<file path="config.mk">
export PLATFORM = sky130hd
export DESIGN_NAME = ws2812b_pixel_rx
export DESIGN_NICKNAME = d
export VERILOG_FILES = /design/src/rtl/ws2812b_defs.sv /design/src/rtl/ws2812b_pulse_timer.sv /design/src/rtl/ws2812b_pixel_rx.sv
export SDC_FILE = /design/constraint.sdc
export NUM_CORES = 1
export LEC_CHECK = 0
export CAP_MARGIN = 20
export CORE_ASPECT_RATIO = 1.4
export CORE_MARGIN = 2
export CORE_UTILIZATION = 61
export CTS_BUF_LIST = sky130_fd_sc_hd__clkbuf_2 sky130_fd_sc_hd__clkbuf_4 sky130_fd_sc_hd__clkbuf_8
export DETAILED_ROUTE_END_ITERATION = 10
export PLACE_DENSITY = 0.79
export SLEW_MARGIN = 15
export SYNTH_ARGS = -nofsm -noshare
export SYNTH_HDL_FRONTEND = slang
export SYNTH_SLANG_ARGS = --single-unit
</file>
<file path="constraint.sdc">
create_clock -name clk -period 2.94 [get_ports clk]
set_input_delay 0.735 -clock clk [delete_from_list [all_inputs] [get_ports clk]]
set_output_delay 0.735 -clock clk [all_outputs]
set_load 0.05 [all_outputs]
</file>
<file path="src/rtl/ws2812b_defs.sv">
// Timing constants, word width and receiver state encoding shared by the
// WS2812B transmit and receive paths so both ends agree on the 100 MHz timing.
package ws2812b_defs;

  localparam int unsigned DEF_THRESH       = 60;
  localparam int unsigned DEF_MIN_HIGH     = 15;
  localparam int unsigned DEF_MAX_HIGH     = 150;
  localparam int unsigned DEF_RESET_CYCLES = 28000;
  localparam int unsigned DEF_CW           = 15;

  localparam int unsigned GRB_W     = 24;
  localparam int unsigned BIT_CNT_W = 5;

  typedef enum logic [2:0] {
    SIDLE = 3'd0,
    SHIGH = 3'd1,
    SLOW  = 3'd2,
    SPASS = 3'd3,
    SERR  = 3'd4
  } rxState_t;

  typedef struct packed {
    logic [7:0] g;
    logic [7:0] r;
    logic [7:0] b;
  } grbWord_t;

endpackage

</file>
<file path="src/rtl/ws2812b_pulse_timer.sv">
// DIN synchroniser, edge detect and saturating high/low run-length counters.
module ws2812b_pulse_timer
  import ws2812b_defs::*;
#(
  parameter int unsigned CW     = DEF_CW,
  parameter int unsigned HI_SAT = DEF_MAX_HIGH,
  parameter int unsigned LO_SAT = DEF_RESET_CYCLES
) (
  input  logic          clk,
  input  logic          reset,
  input  logic          din,
  output logic          dinS,
  output logic          rise_c,
  output logic          fall_c,
  output logic [CW-1:0] hiCnt,
  output logic [CW-1:0] loCnt
);

  logic syncA;
  logic syncB;
  logic dinPrev;

  // hiCnt is the length of the current/just-ended high run; loCnt the low run.
  always_ff @(posedge clk or negedge reset) begin
    if (!reset) begin
      syncA   <= 1'b0;
      syncB   <= 1'b0;
      dinPrev <= 1'b0;
      hiCnt   <= '0;
      loCnt   <= '0;
    end else begin
      syncA   <= din;
      syncB   <= syncA;
      dinPrev <= syncB;
      if (syncB) begin
        loCnt <= '0;
        if (!dinPrev) begin
          hiCnt <= CW'(1);
        end else if (hiCnt < CW'(HI_SAT)) begin
          hiCnt <= hiCnt + CW'(1);
        end
      end else if (loCnt < CW'(LO_SAT)) begin
        loCnt <= loCnt + CW'(1);
      end
    end
  end

  assign dinS   = syncB;
  assign rise_c = syncB & ~dinPrev;
  assign fall_c = ~syncB & dinPrev;

endmodule

</file>
<file path="src/rtl/ws2812b_pixel_rx.sv">
// Single WS2812B pixel receiver: decodes the first 24 NZR bits into a GRB word,
// forwards the rest of the frame on DOUT and flags the reset code.
module ws2812b_pixel_rx
  import ws2812b_defs::*;
#(
  parameter int unsigned THRESH       = DEF_THRESH,
  parameter int unsigned MIN_HIGH     = DEF_MIN_HIGH,
  parameter int unsigned MAX_HIGH     = DEF_MAX_HIGH,
  parameter int unsigned RESET_CYCLES = DEF_RESET_CYCLES,
  parameter int unsigned CW           = DEF_CW
) (
  input  logic             clk,
  input  logic             reset,
  input  logic             DIN,
  output logic             DOUT,
  output logic [GRB_W-1:0] grb,
  output logic             pixValid,
  output logic             resetSeen,
  output logic             protoErr
);

  logic          dinS;
  logic          rise_c;
  logic          fall_c;
  logic [CW-1:0] hiCnt;
  logic [CW-1:0] loCnt;

  ws2812b_pulse_timer #(
    .CW     (CW),
    .HI_SAT (MAX_HIGH),
    .LO_SAT (RESET_CYCLES)
  ) u_timer (
    .clk    (clk),
    .reset  (reset),
    .din    (DIN),
    .dinS   (dinS),
    .rise_c (rise_c),
    .fall_c (fall_c),
    .hiCnt  (hiCnt),
    .loCnt  (loCnt)
  );

  rxState_t             state;
  logic [BIT_CNT_W-1:0] bitCnt;
  logic [GRB_W-2:0]     sh;
  grbWord_t             grbReg;
  logic                 pixValidReg;
  logic                 resetSeenReg;
  logic                 protoErrReg;
  logic                 passing;

  logic             newBit;
  logic [GRB_W-1:0] shNext;
  logic             loDone;
  logic             hiGlitch;
  logic             hiTooLong;

  // The 24th bit is never stored in sh; it is appended straight into grb.
  assign newBit    = (hiCnt >= CW'(THRESH));
  assign shNext    = {sh, newBit};
  assign loDone    = (loCnt >= CW'(RESET_CYCLES));
  assign hiGlitch  = (hiCnt < CW'(MIN_HIGH));
  assign hiTooLong = (hiCnt >= CW'(MAX_HIGH));

  always_ff @(posedge clk or negedge reset) begin
    if (!reset) begin
      state        <= SIDLE;
      bitCnt       <= '0;
      sh           <= '0;
      grbReg       <= '0;
      pixValidReg  <= 1'b0;
      resetSeenReg <= 1'b0;
      protoErrReg  <= 1'b0;
      passing      <= 1'b0;
    end else begin
      pixValidReg  <= 1'b0;
      resetSeenReg <= 1'b0;
      // Error stays visible during the resetSeen strobe, then clears.
      if (resetSeenReg) begin
        protoErrReg <= 1'b0;
      end

      case (state)
        SIDLE: begin
          bitCnt  <= '0;
          passing <= 1'b0;
          if (rise_c) begin
            state <= SHIGH;
          end
        end

        SHIGH: begin
          if (hiTooLong) begin
            protoErrReg <= 1'b1;
            state       <= SERR;
          end else if (fall_c) begin
            if (hiGlitch) begin
              state <= (bitCnt != '0) ? SLOW : SIDLE;
            end else if (bitCnt == BIT_CNT_W'(GRB_W - 1)) begin
              grbReg      <= shNext;
              pixValidReg <= 1'b1;
              passing     <= 1'b1;
              sh          <= '0;
              bitCnt      <= '0;
              state       <= SPASS;
            end else begin
              sh     <= shNext[GRB_W-2:0];
              bitCnt <= bitCnt + BIT_CNT_W'(1);
              state  <= SLOW;
            end
          end
        end

        SLOW: begin
          if (rise_c) begin
            state <= SHIGH;
          end else if (loDone) begin
            // Reset code inside a partial word: drop it and flag the error.
            protoErrReg  <= 1'b1;
            resetSeenReg <= 1'b1;
            sh           <= '0;
            bitCnt       <= '0;
            state        <= SIDLE;
          end
        end

        SPASS: begin
          if (loDone) begin
            resetSeenReg <= 1'b1;
            passing      <= 1'b0;
            state        <= SIDLE;
          end
        end

        SERR: begin
          passing <= 1'b0;
          if (loDone) begin
            resetSeenReg <= 1'b1;
            bitCnt       <= '0;
            sh           <= '0;
            state        <= SIDLE;
          end
        end

        default: begin
          state <= SIDLE;
        end
      endcase
    end
  end

  // Both terms are flops, so forwarding adds no latency beyond the synchroniser.
  assign DOUT      = passing & dinS;
  assign grb       = grbReg;
  assign pixValid  = pixValidReg;
  assign resetSeen = resetSeenReg;
  assign protoErr  = protoErrReg;

endmodule

</file>
======== After elaboration in Yosys (flattened, before gate mapping) ========
Index checks and enable logic that the tools add are counted.
storage, ports and cells
  bits in registers ....................... 92
  output and inout port bits .............. 28
cells by class
  $add $sub $neg .......................... 3
  order comparisons ....................... 6
  equal/unequal tests ..................... 14
  muxes and demuxes ....................... 46
  bitwise logic cells ..................... 7
  reduce and logical (&&, ||, !) cells .... 14
operators by type and width
  cell                                                                                  number
  23-bit two-way mux                                                                    6
  23-bit case mux with 3 select lines                                                   1
  15-bit two-way mux                                                                    4
  15-bit by 1-bit adder with 15-bit output, second input constant                       2
  5-bit two-way mux                                                                     6
  5-bit case mux with 4 select lines                                                    1
  1-bit two-way mux                                                                     17
  2-bit inequality test, second input constant                                          8
  15-bit greater-or-equal comparator, second input constant                             1
  15-bit by 6-bit greater-or-equal comparator with 1-bit output, second input constant  1
  15-bit by 8-bit greater-or-equal comparator with 1-bit output, second input constant  1
  15-bit less-than comparator, second input constant                                    1
  15-bit by 4-bit less-than comparator with 1-bit output, second input constant         1
  15-bit by 8-bit less-than comparator with 1-bit output, second input constant         1
  3-bit two-way mux                                                                     5
  5-bit AND reduction                                                                   3
  3-bit case mux with 4 select lines                                                    1
  3-bit by 2-bit equality test with 1-bit output, second input constant                 2
  6-bit AND reduction                                                                   1
  3-bit nonzero test                                                                    2
  5-bit by 1-bit adder with 5-bit output, second input constant                         1
  5-bit equality test, second input constant                                            1
  5-bit nonzero test                                                                    1
  2-bit two-way mux                                                                     2
  12 further kinds                                                                      20

======== Depth between registers and ports, before layout ========
  word-level depth ........................ 6
  gate-level depth with buffers ........... 8

======== By module ========
A second synthesis with hierarchy kept.
unflattened totals
  cell total of the unflattened synthesis .. 421
  area total of the unflattened synthesis .. 4574.4 µm²
modules (own cells, without submodules)
  module               times used  cells each  area an instance (µm²)  sequential area each (µm²)
  ws2812b_pixel_rx     1           253         2854.0                  1476.4
  ws2812b_pulse_timer  1           168         1720.4                  825.8

======== Worst setup path before layout ========
OpenSTA, ideal clock, no wires.
  kind .................................... register to register
  from .................................... reg u_timer.hiCnt[11]
  to ...................................... reg grbReg (netlist bit grb[10])
  setup time .............................. 0.125 ns
  arrival time ............................ 2.360 ns
  data required time ...................... 2.815 ns
  path slack .............................. 0.455 ns
  cell stages (with the launch flop) ...... 7
  buffers on the path ..................... 1
  period minus slack after synthesis ...... 2.485 ns
  cell sequence ........................... dfrtp_1 or4_4 nor4_4 nand3_2 nor4_4 buf_6 mux2_2
between the ends
  cells in the longest elaborated chain, start to end .. 3
  elaborated cells on any way between the ends .. 5
ends and longest elaborated chain
  item                                                                                                                                     RTL line                                        text
  start: declaration                                                                                                                       ws2812b_pulse_timer.sv:15                       output logic [CW-1:0] hiCnt,
  start signal: assignment                                                                                                                 ws2812b_pulse_timer.sv:40                       hiCnt <= hiCnt + CW'(1);
  15-bit by 8-bit greater-or-equal comparator with 1-bit output or 15-bit by 4-bit less-than comparator with 1-bit output (tied branches)  ws2812b_pixel_rx.sv:63, ws2812b_pixel_rx.sv:62
  1-bit inverter (no line)                                                                                                                 n/a
  5-bit AND reduction (no line) (*)                                                                                                        n/a
  end signal: assignment                                                                                                                   ws2812b_pixel_rx.sv:100                         grbReg <= shNext;
  end: declaration                                                                                                                         ws2812b_pixel_rx.sv:46                          grbWord_t grbReg;
Every way passes the cells marked *; elsewhere a longest branch is shown, timed or not.
A chain may end at the register's enable or synchronous reset.

======== Worst setup path in the final report ========
  from .................................... reg u_timer.hiCnt[11]
  to ...................................... reg grbReg (netlist bit grb[3])
Same word-level chain as after synthesis.

==> out/metrics.csv <==
metric;value;unit
share of post-route cells with drive strength above 1;12.0;%
Synth Cell Area;0.00432;mm²
Setup Viol. Count Final;0;
Final GP Congestion;0.936;
Setup CP Type;reg2reg;
fin crit share;87.7;%
Layout Skew;0.00607;ns
Final Max Slew Viols;0;
deepest clock path buffer count;2;
I/O pins;31;
Post-Synth XOR/XNOR Area;2.43;%
Synth Area in Compound Gates;9.70;%
Async SR Flop Fraction;100;%
RSZ-0062 raised after global routing;false;
register area share after synthesis;53.3;%
via/cell ratio;5.94;
PortBufs;30;
top cells by area, synth;dfrtp_1 (53%), mux2_2 (6.5%), mux2i_1 (5.1%), nand2_1 (3.5%), inv_1 (3.0%);
vias in the first global route;3233;
Hold-fix buffers, CTS;0;
Post-Synth Simple-Gate Area;16.5;%
Yosys warning total;0;
maximum vdd ir drop;400;µV
mux contribution to synthesized area;11.6;%
min cycle time layout;2.58;ns
min-delay worst type;in2async;
total number of vias;3177;
antenna-violating nets left;0;
most frequent cell after synthesis;dfrtp_1;
leak pwr;2.34;nW
startpoint types;flip-flop;
Slowest-stage cell, CP;or4_4;
post-route setup slack;0.362;ns
Worst EP arrival;2.82;ns
CTS resizes;0;
Initial Util;62.7;%
Critical Path RT;3.18;ns
Synth area leader;dfrtp_1;
syn nets;412;
Antenna Cells;0;
Area Overhead vs Synth;14.3;%
Seq cells post-synth;92;
CP bufs+invs;1;
hpwl dp;5810;µm
# Post-CTS Setup Buffers;0;
drt pass-1 iters;5;
total track usage;23.8;%
Max-slew headroom;56.1;%
Die W;75.1;µm
Final Net Count;445;
Cell variety after synth;51;
Mapped Cells;403;
clock root buffer master;clkbuf_8;
area share of fa/ha/maj cells after synthesis;1.74;%
setup TNS;0;ns
Post-synth top cells;dfrtp_1 (92), nand2_1 (40), inv_1 (35), nor2_1 (31), mux2_2 (25);
GRT overflow;0;
fmax;388;MHz
post-synth top area share;53.3;%
Inst Count DP;520;
core area;0.00689;mm²
row count;36;
CP delay by family, top;simple AND/OR/NAND/NOR gates;
CTS tree;done;
maximum fanout along the worst path;25;
clock sink count;92;
worst hold margin;0.316;ns
PD cells;478;mW/mm²
routed wire length;8550;µm
outcome;finished, final reports clean;
most used cell, CP;nor4_4;
die area;0.00778;mm²
Worst Tran Pin Value;0.653;ns
number of max-cap violations;0;
Slowest Stage Delay on Critical Path;0.55;ns
Worst setup EP type;flip-flop;
DRT iter0 DRCs;442;
top_reg_cell synth;dfrtp_1;
initial antenna violation count;0;
largest net degree at the start of global routing;42;
main combinational cell family by area after synthesis;simple AND/OR/NAND/NOR gates;
chip height;104;µm
endpoints failing hold;0;
Worst-Skew Late Latency;0.35;ns
syn_area_per_cell;10.7;µm²
pre-CTS WS;0.403;ns
H-tree depth;3;
Final Instance Count excl. Fillers;535;
Wirelength per Cell;16.0;µm
Num CTS Buffers;9;
Post-synth EDFFs;0;
drt drc;0;
CTS clock-pin slew for the worst setup and hold paths;0.09;ns
worst-path cell chain;or4_4, nor4_4, nand3_2, nor4_4, buf_12, mux2_2;
first-pass GRT wire length;14600;µm
registers in the layout, summed over array words and instances (netlist names), 3 cells and up:
name and cells:
u_timer.hiCnt 15, grb 24, sh 23, bitCnt 5
u_timer.loCnt 15, state 3
layout make-up:
cell class / instances / area (µm²)
flip-flops and latches: 92 / 2300
fillers: 520 / 1950
multi-input cells: 261 / 1810
repair buffers: 37 / 375
inverters: 35 / 131
clock buffers: 9 / 124
well taps: 95 / 119
clock inverters: 6 / 73.8
per-stage QoR:
step / utilization, % / instance area (µm²) / total power, mW
6_report: 71.6 / 4940 / 2.36
5_1_grt: 71.6 / 4940 / 2.47
4_1_cts: 71.6 / 4940 / 2.37
3_5_place_dp: 68.8 / 4740 / 1.53
3_3_place_gp: 68.8 / 4740 / 1.52
2_1_floorplan: - / 4320 / 1.46
power breakdown:
part | leakage (nW) | internal [mW] | switching [mW]
clock | 0.0938 | 0.399 | 0.452
combinational | 0.975 | 0.0584 | 0.110
sequential | 1.27 | 1.29 | 0.0479
cell families (layout without fill, tap and decap cells):
group,Yosys count,in the layout
XOR/XNOR,12,12
AO/OA/AOI/OAI,59,59
buffers and inverters,50,87
multiplexers,47,47
flip-flops,92,92
adder cells (fa/ha/maj),6,6
AND/OR/NAND/NOR,137,137
routing by layer:
metal / up-vias / GRT usage (%) / wire length, µm
li1: 1469 / - / -
met2: 99 / 38.7 / 4480
met4: 0 / 7.91 / 169
met1: 1589 / 31.4 / 3520
met5: - / 0 / 0
met3: 20 / 4.77 / 383
worst register-to-register path, cell delays in order (launching register included):
cell     delay [ns]
dfrtp_1        0.39
or4_4          0.55
nor4_4         0.39
nand3_2        0.19
nor4_4         0.36
buf_12         0.22
mux2_2         0.37
cell usage in the layout, fill, tap and decap left out, types with 2 or more instances in the layout:
master / instances
xnor2_1: 3
o2111ai_1: 4
nor4_1: 3
a31oi_1: 6
buf_4: 6
mux2_2: 25
or3_1: 3
and2_1: 11
nand2b_1: 8
o21a_1: 2
nor2b_1: 2
mux2i_1: 22
buf_12: 2
nor3_1: 3
and4_1: 2
nand2_1: 40
clkinvlp_4: 2
ha_1: 6
nand3_1: 14
nor2_1: 31
or4_1: 5
o31ai_1: 2
clkbuf_8: 9
a211o_1: 3
and3_1: 2
o211ai_1: 7
xor2_1: 9
clkdlybuf4s50_1: 29
nand4_1: 7
a211oi_1: 4
a21oi_1: 8
o22ai_1: 3
dfrtp_1: 92
o21ai_0: 7
inv_1: 35
nor4_4: 2
final timing paths:
check | startpoint | end | cells after the start | slack, ns
min reg2reg | u_timer.syncA | u_timer.dinS | 0 | 0.41
min | reset | bitCnt[4] | 1 | 0.32
max | u_timer.hiCnt[11] | grb[3] | 6 | 0.36
min in group clk | u_timer.syncA | u_timer.dinS | 0 | 0.41
max reg2reg | u_timer.hiCnt[11] | grb[3] | 6 | 0.36
max in group asynchronous | reset | sh[1] | 2 | 2.00
Note: power is estimated with default switching activity, not from simulation.
